--- config.mk ---
export PLATFORM = sky130hd
export DESIGN_NAME = kd_tree_config_ctrl
export DESIGN_NICKNAME = d
export VERILOG_FILES = /design/src/rtl/kd_cfg_pkg.sv /design/src/rtl/node_wen_decoder.sv /design/src/rtl/kd_tree_config_ctrl.sv
export SDC_FILE = /design/constraint.sdc
export NUM_CORES = 1
export LEC_CHECK = 0
export CAP_MARGIN = 20
export CORE_MARGIN = 2
export CORE_UTILIZATION = 50
export DETAILED_ROUTE_END_ITERATION = 16
export HOLD_SLACK_MARGIN = 0.06
export PLACE_DENSITY = 0.81
export SLEW_MARGIN = 10
export SYNTH_ARGS = -nofsm -noshare
export SYNTH_HDL_FRONTEND = slang
export SYNTH_SLANG_ARGS = --single-unit
--- constraint.sdc ---
create_clock -name clk -period 3.27 [get_ports clk]
set_input_delay 0.654 -clock clk [delete_from_list [all_inputs] [get_ports clk]]
set_output_delay 0.654 -clock clk [all_outputs]
set_load 0.005 [all_outputs]
--- src/rtl/kd_cfg_pkg.sv ---
// kd_cfg_pkg: shared state encoding, default sizes and counter-width helper for the KD-tree config controller
package kd_cfg_pkg;
  typedef enum logic [2:0] {IDLE, DRAIN, LOAD, COMMIT, READY} kd_state_e;
  localparam int KD_STORAGE_WIDTH = 22;
  localparam int KD_NUM_NODES = 31;
  function automatic int cnt_width(input int n);
    return (n > 1) ? $clog2(n) : 1;
  endfunction
endpackage

--- src/rtl/node_wen_decoder.sv ---
// node_wen_decoder: registered one-hot write strobe for the node selected by cnt
module node_wen_decoder
  import kd_cfg_pkg::*;
#(
  parameter int N  = KD_NUM_NODES,
  parameter int CW = cnt_width(KD_NUM_NODES)
) (
  input  logic          clk,
  input  logic          rst,
  input  logic          en,
  input  logic [CW-1:0] cnt,
  output logic [N-1:0]  node_wen
);
  always_ff @(posedge clk or posedge rst)
    if (rst) node_wen <= '0;
    else node_wen <= en ? N'(1) << cnt : '0;
endmodule

--- src/rtl/kd_tree_config_ctrl.sv ---
// kd_tree_config_ctrl: drains the traversal pipe, loads per-node split words, then reopens queries.
// Define KDCFG_LAST_CHECK_EN to add in_last framing check with sticky cfg_err.
module kd_tree_config_ctrl
  import kd_cfg_pkg::*;
#(
  parameter int STORAGE_WIDTH = KD_STORAGE_WIDTH,
  parameter int NUM_NODES     = KD_NUM_NODES,
  parameter int PIPE_DEPTH    = 5
) (
  input  logic                     clk,
  input  logic                     rst,
  input  logic                     start,
  input  logic                     in_valid,
  output logic                     in_ready,
  input  logic [STORAGE_WIDTH-1:0] in_wdata,
  output logic [NUM_NODES-1:0]     node_wen,
  output logic [STORAGE_WIDTH-1:0] node_wdata,
  output logic                     query_ready,
  output logic                     busy,
  output logic                     done
`ifdef KDCFG_LAST_CHECK_EN
  ,
  input  logic                     in_last,
  output logic                     cfg_err
`endif
);
  localparam int CW = cnt_width(NUM_NODES);
  localparam int DW = cnt_width(PIPE_DEPTH);
  kd_state_e state, next_state;
  logic [CW-1:0] cnt;
  logic [DW-1:0] dcnt;
  logic hs, last, drained;
  logic in_ready_d, busy_d, query_ready_d, done_d;
  assign hs      = in_valid && in_ready;
  assign last    = cnt == CW'(NUM_NODES - 1);
  assign drained = dcnt == '0;
  always_ff @(posedge clk or posedge rst)
    if (rst) begin
      state       <= IDLE;
      cnt         <= '0;
      dcnt        <= '0;
      node_wdata  <= '0;
      in_ready    <= 1'b0;
      busy        <= 1'b0;
      query_ready <= 1'b0;
      done        <= 1'b0;
    end else begin
      state       <= next_state;
      cnt         <= (state != LOAD) ? '0 : (hs && !last) ? cnt + 1'b1 : cnt;
      dcnt        <= (state != DRAIN) ? DW'(PIPE_DEPTH - 1) : dcnt - 1'b1;
      node_wdata  <= hs ? in_wdata : node_wdata;
      in_ready    <= in_ready_d;
      busy        <= busy_d;
      query_ready <= query_ready_d;
      done        <= done_d;
    end
  always_comb begin
    next_state = (state == IDLE && start)        ? LOAD   :
                 (state == READY && start)       ? DRAIN  :
                 (state == DRAIN && drained)     ? LOAD   :
                 (state == LOAD && hs && last)   ? COMMIT :
                 (state == COMMIT)               ? READY  :
                 (state inside {IDLE, DRAIN, LOAD, READY}) ? state : IDLE;
  end
  // registered outputs are decoded from the upcoming state so they line up with it
  always_comb begin
    in_ready_d    = next_state == LOAD;
    busy_d        = next_state inside {DRAIN, LOAD, COMMIT};
    query_ready_d = next_state == READY;
    done_d        = state == COMMIT;
  end
  node_wen_decoder #(.N(NUM_NODES), .CW(CW)) u_dec (
    .clk      (clk),
    .rst      (rst),
    .en       (hs),
    .cnt      (cnt),
    .node_wen (node_wen)
  );
`ifdef KDCFG_LAST_CHECK_EN
  logic start_ok;
  assign start_ok = start && (state == IDLE || state == READY);
  always_ff @(posedge clk or posedge rst)
    if (rst) cfg_err <= 1'b0;
    else if (start_ok) cfg_err <= 1'b0;
    else if (hs && (in_last != last)) cfg_err <= 1'b1;
`endif
endmodule
# Word level (Yosys, flattened, before mapping)
# Index checks and enable logic that the tools add are counted.
[totals]
ff_bits = 68
inputBits = 26
word_cells = 46
out_inout_bits = 57
[classes]
n_shift = 1
n_addsub = 2
reduce_logical = 13
n_eq_ne = 11
muxes = 10
[op_table]
columns = ["operator", "count"]
rows = [
  ["2-to-1 mux 31 bit", 1],
  ["left shift 1 x 5 -> 31 bit, first input constant", 1],
  ["2-to-1 mux 3 bit", 7],
  ["== test 3 x 2 -> 1 bit, second input constant", 4],
  ["2-to-1 mux 5 bit", 2],
  ["logical AND 1 bit", 7],
  ["== test 3 x 1 -> 1 bit, second input constant", 2],
  ["== test 3 bit, second input constant", 2],
  ["logical NOT 3 bit", 2],
  ["adder 5 x 1 -> 5 bit, second input constant", 1],
  ["== test 5 bit, second input constant", 1],
  ["nonzero test 4 bit", 1],
  ["inequality test 3 x 1 -> 1 bit, second input constant", 1],
  ["inequality test 3 x 2 -> 1 bit, second input constant", 1],
  ["nonzero test 3 bit", 1],
  ["subtractor 3 x 1 -> 3 bit, second input constant", 1],
  ["nonzero test 2 bit", 1],
  ["logical NOT 1 bit", 1],
]

# Depth between registers and ports, before layout
# Gate-level depths: netlist of the first run.
[logic_depth]
ltp_word = 10
depth_mapped = 5

# Cells and area by module
# A second synthesis of the first run with hierarchy kept.
[unflattened]
cells_unflattened = 243
area_unflattened_um2 = 2582.5
[by_module_without_submodules]
columns = ["mod", "cells_each", "n_inst", "seq_area_each_um2", "area_per_inst_um2"]
rows = [
  ["kd_tree_config_ctrl", 165, 1, 925.9, 1572.8],
  ["node_wen_decoder", 78, 1, 775.7, 1009.7],
]

# Worst setup path before layout of the first run
# No wires, ideal clock.
[synth_timing]
path_type = "input to register"
from = "input in_valid"
to = "register node_wdata[10]"
setup_slack_ns = 1.776
path_stages = 4
arrival_ns = 1.369
setup_ns = 0.125
t_required_ns = 3.145
path_cell_list = "and2_1 -> buf_6 -> buf_6 -> mux2_4"
[synth_via]
elab_chain_len = 1
[synth_lines]
columns = ["element", "line_no", "text"]
rows = [
  ["start: declaration", "kd_tree_config_ctrl.sv:13", "input logic in_valid,"],
  ["logical AND 1 bit", "kd_tree_config_ctrl.sv:34", "assign hs = in_valid && in_ready;"],
  ["end signal: assignment", "kd_tree_config_ctrl.sv:51", "node_wdata <= hs ? in_wdata : node_wdata;"],
  ["end: declaration", "kd_tree_config_ctrl.sv:17", "output logic [STORAGE_WIDTH-1:0] node_wdata,"],
]
# No other way between the ends.
# A chain may end at the register's enable or synchronous reset.

# Final worst setup path of the first run
[layout_timing]
from = "input in_valid"
to = "register node_wdata[0]"
# The elaborated chain is that of the path after synthesis.

==> results.yml, run 1 <==
routing:
  drc: 0
  wl_per_cell_um: 13.9
  drtIter0Drc: 114
  ant_nets: 0
  viasPerCell: 4.89
  vias: 1813
  wl_um: 5170
  dr.pass1.iters: 4
synthesis:
  synth_area_um2: 2780
  async_flop_share_pct: 100
  synthMuxAreaShare_pct: 11.3
  syn_inst: 209
  synthDistinctLibCells: 37
  synth_top_family_by_area: "simple AND/OR/NAND/NOR gates"
  synthXorXnorAreaFrac_pct: 0.629
  synth_ff_type: "dfrtp_1"
  yosys.area_share.adder_pct: 3.60
  synth_warnings: 0
  syn_area_per_cell_um2: 13.3
  synth_edf_count: 0
  synth_fp_nets: 243
  synth_simple_gate_area_share_pct: 16.0
  ys_seq_elements: 68
  ys_seq_area_share_pct: 61.1
  synth_compound_area_share_pct: 3.55
cts:
  cts-root-buf: "clkbuf_8"
  cts_resized: 0
  post_cts_buffers: 0
  clockBufferDepth: 2
  worstSkewPairLatency_ns: 0.33
  cts_tree: "yes"
  cts_sinks: 68
  hold_buffers: 0
  h-tree-depth: 3
  clkTransAtPathRegs_ns: 0.07
  cts_buffers: 9
grt:
  grt_pass1_wl_um: 8450
  antenna_found_initial: 0
  grt-ovfl-total: 0
  grtUsageMet3_pct: 4.60
  grt_pass1_vias: 1785
  grt_use_total_pct: 18.2
  top_usage_layer: "met2"
  grt_util_met1_pct: 24.0
  grt_use_met2_pct: 27.8
  grt_max_degree: 69
job:
  drv_cap: 0
critical_path:
  crit_path_start_kind: "input pin"
  crit_type: "in -> reg"
  cp-end-kind: "register"
  worstPathRequired_ns: 3.48
  crit_fanout: 18
  cp.arrival_ns: 2.34
layout:
  final_cell_mix: "82 x clkdlybuf4s50_1, 68 x dfrtp_1, 18 x nor2_1"
  layout-drive-gt1-share_pct: 16.4
  syn2layout_area_growth_pct: 35.7
  insertedDiodeCount: 0
  nNetsFinal: 329
  layout_commonest_cell: "clkdlybuf4s50_1"
timing:
  rsz0062_at_grt: "no"
  setup_viol: 0
  hold_viol: 0
  final.setup.tns_ns: 0
  maxSlewHeadroom_pct: 45.6
  worstMarginPinSlew_ns: 0.816
  finalClockSkew_ns: 0.00849
  report.final.slew_viol_count: 0
  timing.fmax_ghz: 0.471
  finalCritPeriodShare_pct: 64.9
  fin_crit_ns: 2.12
floorplan:
  initial_core_util_pct: 51.2
  fp.dieH_um: 78.6
  dieWidth_um: 78.6
  rows: 27
  fp.coreArea_um2: 5440
  die-area_um2: 6180
  ios: 83
place:
  place.gp.congestion: 0.811
  io_buffers: 82
  hpwl_um: 3610
power:
  p_leak_nw: 1.68
  powerDensity_nw_per_um2: 609
  ir_worst_vdd_mv: 0.516
  p_total_w: 0.00230
status:
  status: "finished clean"
hold_path:
  hold_path_class: "reg -> reg"
## layer usage
metal	routed length [um]	vias to the layer above	share of wire [%]
met2	2500	52	48
li1	-	871	-
met1	2320	881	45
met5	0	-	0
met4	91	0	1.8
met3	253	9	4.9
## power by group
group	switching, W	internal (W)
sequential	0.000152	0.000960
combinational	0.000275	0.000363
clock	0.000282	0.000268
total	0.000709	0.00159
## worst paths after layout
| check | start | endpoint | slack [ns] | cells past startpoint |
|---|---|---|---|---|
| max reg2reg | in_ready | node_wdata[0] | 1.59 | 3 |
| max | in_valid | node_wdata[0] | 1.15 | 4 |
| max in group asynchronous | rst | u_dec.node_wen[14] | 1.84 | 3 |
| min | dcnt[0] | dcnt[0] | 0.43 | 1 |
| min reg2reg | dcnt[0] | dcnt[0] | 0.43 | 1 |
| min in group asynchronous | rst | node_wdata[10] | 0.86 | 3 |
## layout make-up
class / instances / area [um2]
clock buffer: 12 / 135
inverter: 6 / 22.5
fill: 424 / 1660
timing repair buffer: 84 / 836
clock inverter: 3 / 15.0
multi-input combinational: 126 / 978
tap: 72 / 90.1
sequential: 68 / 1700
## stage by stage
stage / cells / cell area [um2] / util (%) / worst slack [ns] / hold slack [ns]
after global placement: 356 / 3630 / 66.7 / 0.846 / 0.414
after global routing: 371 / 3780 / 69.5 / 1.08 / 0.464
after detailed placement: 356 / 3630 / 66.7 / 0.786 / 0.421
after floorplan: 209 / 2780 / - / 0.904 / 0.402
final: 371 / 3780 / 69.5 / 1.15 / 0.427
after CTS: 371 / 3780 / 69.5 / 1.14 / 0.430
## state kept, by name, summed over array words and instances, names as in the netlist
name	flops
query_ready	1
state	3
done	1
dcnt	3
busy	1
cnt	5
u_dec.node_wen	31
in_ready	1
node_wdata	22
## logic make-up (layout without fill, tap and decap cells)
logic type                 after synthesis  count (layout)
muxes                                   23              23
and+or+nand+nor                         78              78
xor gates and xnor gates                 2               2
buffers and inverters                   15             105
AOI/OAI and AO/OA                       15              15
adders and majority gates                8               8
DFF                                     68              68
## cell usage after synthesis, drive strengths merged, types with 3 or more instances
master	count	share of area [%]
nand2b	4	0.90
nor2	18	2.4
mux2	22	11
buf	9	3.0
o21bai	4	1.1
nor3	9	2.2
nand3	6	1.1
a21oi	5	0.90
ha	8	3.6
and2	10	2.2
nor3b	3	1.2
inv	6	0.81
nand2	16	2.7
dfrtp	68	61
## critical path, stage by stage
cell and delay, ns:
clkdlybuf4s50_1 0.53, and2_2 0.51, buf_4 0.32, mux2_4 0.32
No activity file was read; power rests on OpenSTA's default activity.
==> run 2: changes to the inputs <==
CORE_UTILIZATION = 42   (was 50)
PLACE_DENSITY = 0.72   (was 0.81)
clock period = 1.8 ns   (was 3.27 ns; I/O delays follow)
==> run 2 against run 1 <==
Clock skew fell by 0.00078 ns; critical path depth is 3 lower; core utilization is 8.4 points lower; cell area grew 3.2%; count of clock-buffer cells in the layout is 2 higher; power is 95% higher; sequential share of layout area down 1.4 points.
==> results.yml, run 2 (synthesized netlist as in run 1, its figures left out) <==
status:
  status: "finished clean"
cts:
  cts_tree: "yes"
  cts_resized: 0
  clkTransAtPathRegs_ns: 0.07
  cts-root-buf: "clkbuf_8"
  post_cts_buffers: 0
  clockBufferDepth: 2
  cts_buffers: 9
  h-tree-depth: 3
  worstSkewPairLatency_ns: 0.33
  cts_sinks: 68
  hold_buffers: 0
grt:
  grt-ovfl-total: 0
  grt_pass1_vias: 1853
  antenna_found_initial: 0
  grt_pass1_wl_um: 9180
  grt_use_total_pct: 16.5
  grt_max_degree: 47
power:
  comb_power_share_pct: 27.5
  powerDensity_nw_per_um2: 1150
  netSwitchingPower_w: 0.00129
  pwr-share-clk_pct: 28.1
  internal_power_w: 0.00319
  p_leak_nw: 1.72
  power_frac_seq_pct: 44.4
  p_total_w: 0.00448
  ir_worst_vdd_mv: 0.539
  swShare_pct: 28.9
floorplan:
  fp.coreArea_um2: 6390
  ios: 83
  rows: 29
  fp.dieH_um: 85.4
  dieWidth_um: 85.4
  die-area_um2: 7300
  initial_core_util_pct: 43.6
critical_path:
  worst-path-buf-inv: 1
  crit_fanout: 5
  path_cells: "clkdlybuf4s50_1"
  cpMaxStageDelayCell: "clkdlybuf4s50_1"
  crit_type: "reg -> out"
  r2r_slack_ns: 0.19
  worstRegToRegCells: 5
  cp.arrival_ns: 1.25
  worstReg2RegEnd: "cnt[3]"
  cp-end-kind: "output port"
  critPathTopFamily: "buffers and inverters"
  worstReg2RegStart: "cnt[0]"
  max_stage_delay_ns: 0.54
  crit_path_start_kind: "register"
  worstPathRequired_ns: 1.44
layout:
  reg_top3: "u_dec.node_wen (31), node_wdata (22), cnt (5)"
  final_cell_mix: "82 x clkdlybuf4s50_1, 68 x dfrtp_1, 18 x nor2_1"
  instances_no_fill: 379
  syn2layout_area_growth_pct: 40.1
  regArea_um2: 1700
  final_util_pct: 61.1
  nNetsFinal: 332
  layout-drive-gt1-share_pct: 17.5
  insertedDiodeCount: 0
  fillers: 527
  top_register: "u_dec.node_wen"
  multiInputGateArea_um2: 978
  largest_register_ffs: 31
  layout_commonest_cell: "clkdlybuf4s50_1"
routing:
  viasPerCell: 4.81
  dr.pass1.iters: 4
  ant_nets: 0
  wl_per_cell_um: 14.3
  drc: 0
  drtIter0Drc: 70
  vias: 1823
  wl_um: 5440
place:
  io_buffers: 82
  hpwl_um: 3970
  place.gp.congestion: 0.742
  placedCellCount: 364
timing:
  hold_viol: 0
  final.setup.tns_ns: 0
  worstMarginPinSlew_ns: 0.523
  rsz0062_at_grt: "no"
  fin_crit_ns: 1.61
  setup_viol: 0
  finalCritPeriodShare_pct: 89.4
  timing.fmax_ghz: 0.622
  report.final.slew_viol_count: 0
  hold_slack_ns: 0.295
  finalClockSkew_ns: 0.00771
  maxSlewHeadroom_pct: 65.0
hold_path:
  hold_path_class: "in -> async"
job:
  drv_cap: 0
run 2: through the flow:
step	area [um2]	worst slack, ns
2_1_floorplan	2790	0.431
3_3_place_gp	3700	0.0857
3_5_place_dp	3700	0.0374
4_1_cts	3900	0.165
5_1_grt	3900	0.0449
6_report	3900	0.191
run 2: area by class of cell:
class                      instances  share of cell area (%)
tap                               77                    2.47
timing repair buffer              87                    23.0
sequential                        68                    43.6
clock inverter                     1                   0.770
clock buffer                      14                    4.43
inverter                           6                   0.674
multi-input combinational        126                    25.1
run 2: how the worst max path moves through the flow:
stage	start	end	slack (ns)	cells past startpoint
finish	in_ready	in_ready	0.19	1
global route	cnt[0]	cnt[3]	0.04	5
CTS	in_ready	in_ready	0.17	1
detailed placement	in_valid	node_wdata[14]	0.04	4
global placement	in_valid	node_wdata[18]	0.09	4
floorplan	cnt[0]	cnt[3]	0.43	5
run 2: power groups by stage:
| stage | registers (W) | clock network, W | logic [W] |
|---|---|---|---|
| 4_1_cts | 0.00199 | 0.00130 | 0.00124 |
| 3_5_place_dp | 0.00201 | 0 | 0.00125 |
| 2_1_floorplan | 0.00191 | 0 | 0.000812 |
| 3_3_place_gp | 0.00200 | 0 | 0.00121 |
| 5_1_grt | 0.00202 | 0.00136 | 0.00137 |
| 6_report | 0.00199 | 0.00126 | 0.00123 |
run 2: routing by layer:
layer  global-route usage, %  routed length (um)
met1                    21.8                2420
met4                    6.49                  88
met3                    4.57                 255
met5                       0                   0
met2                    25.9                2670
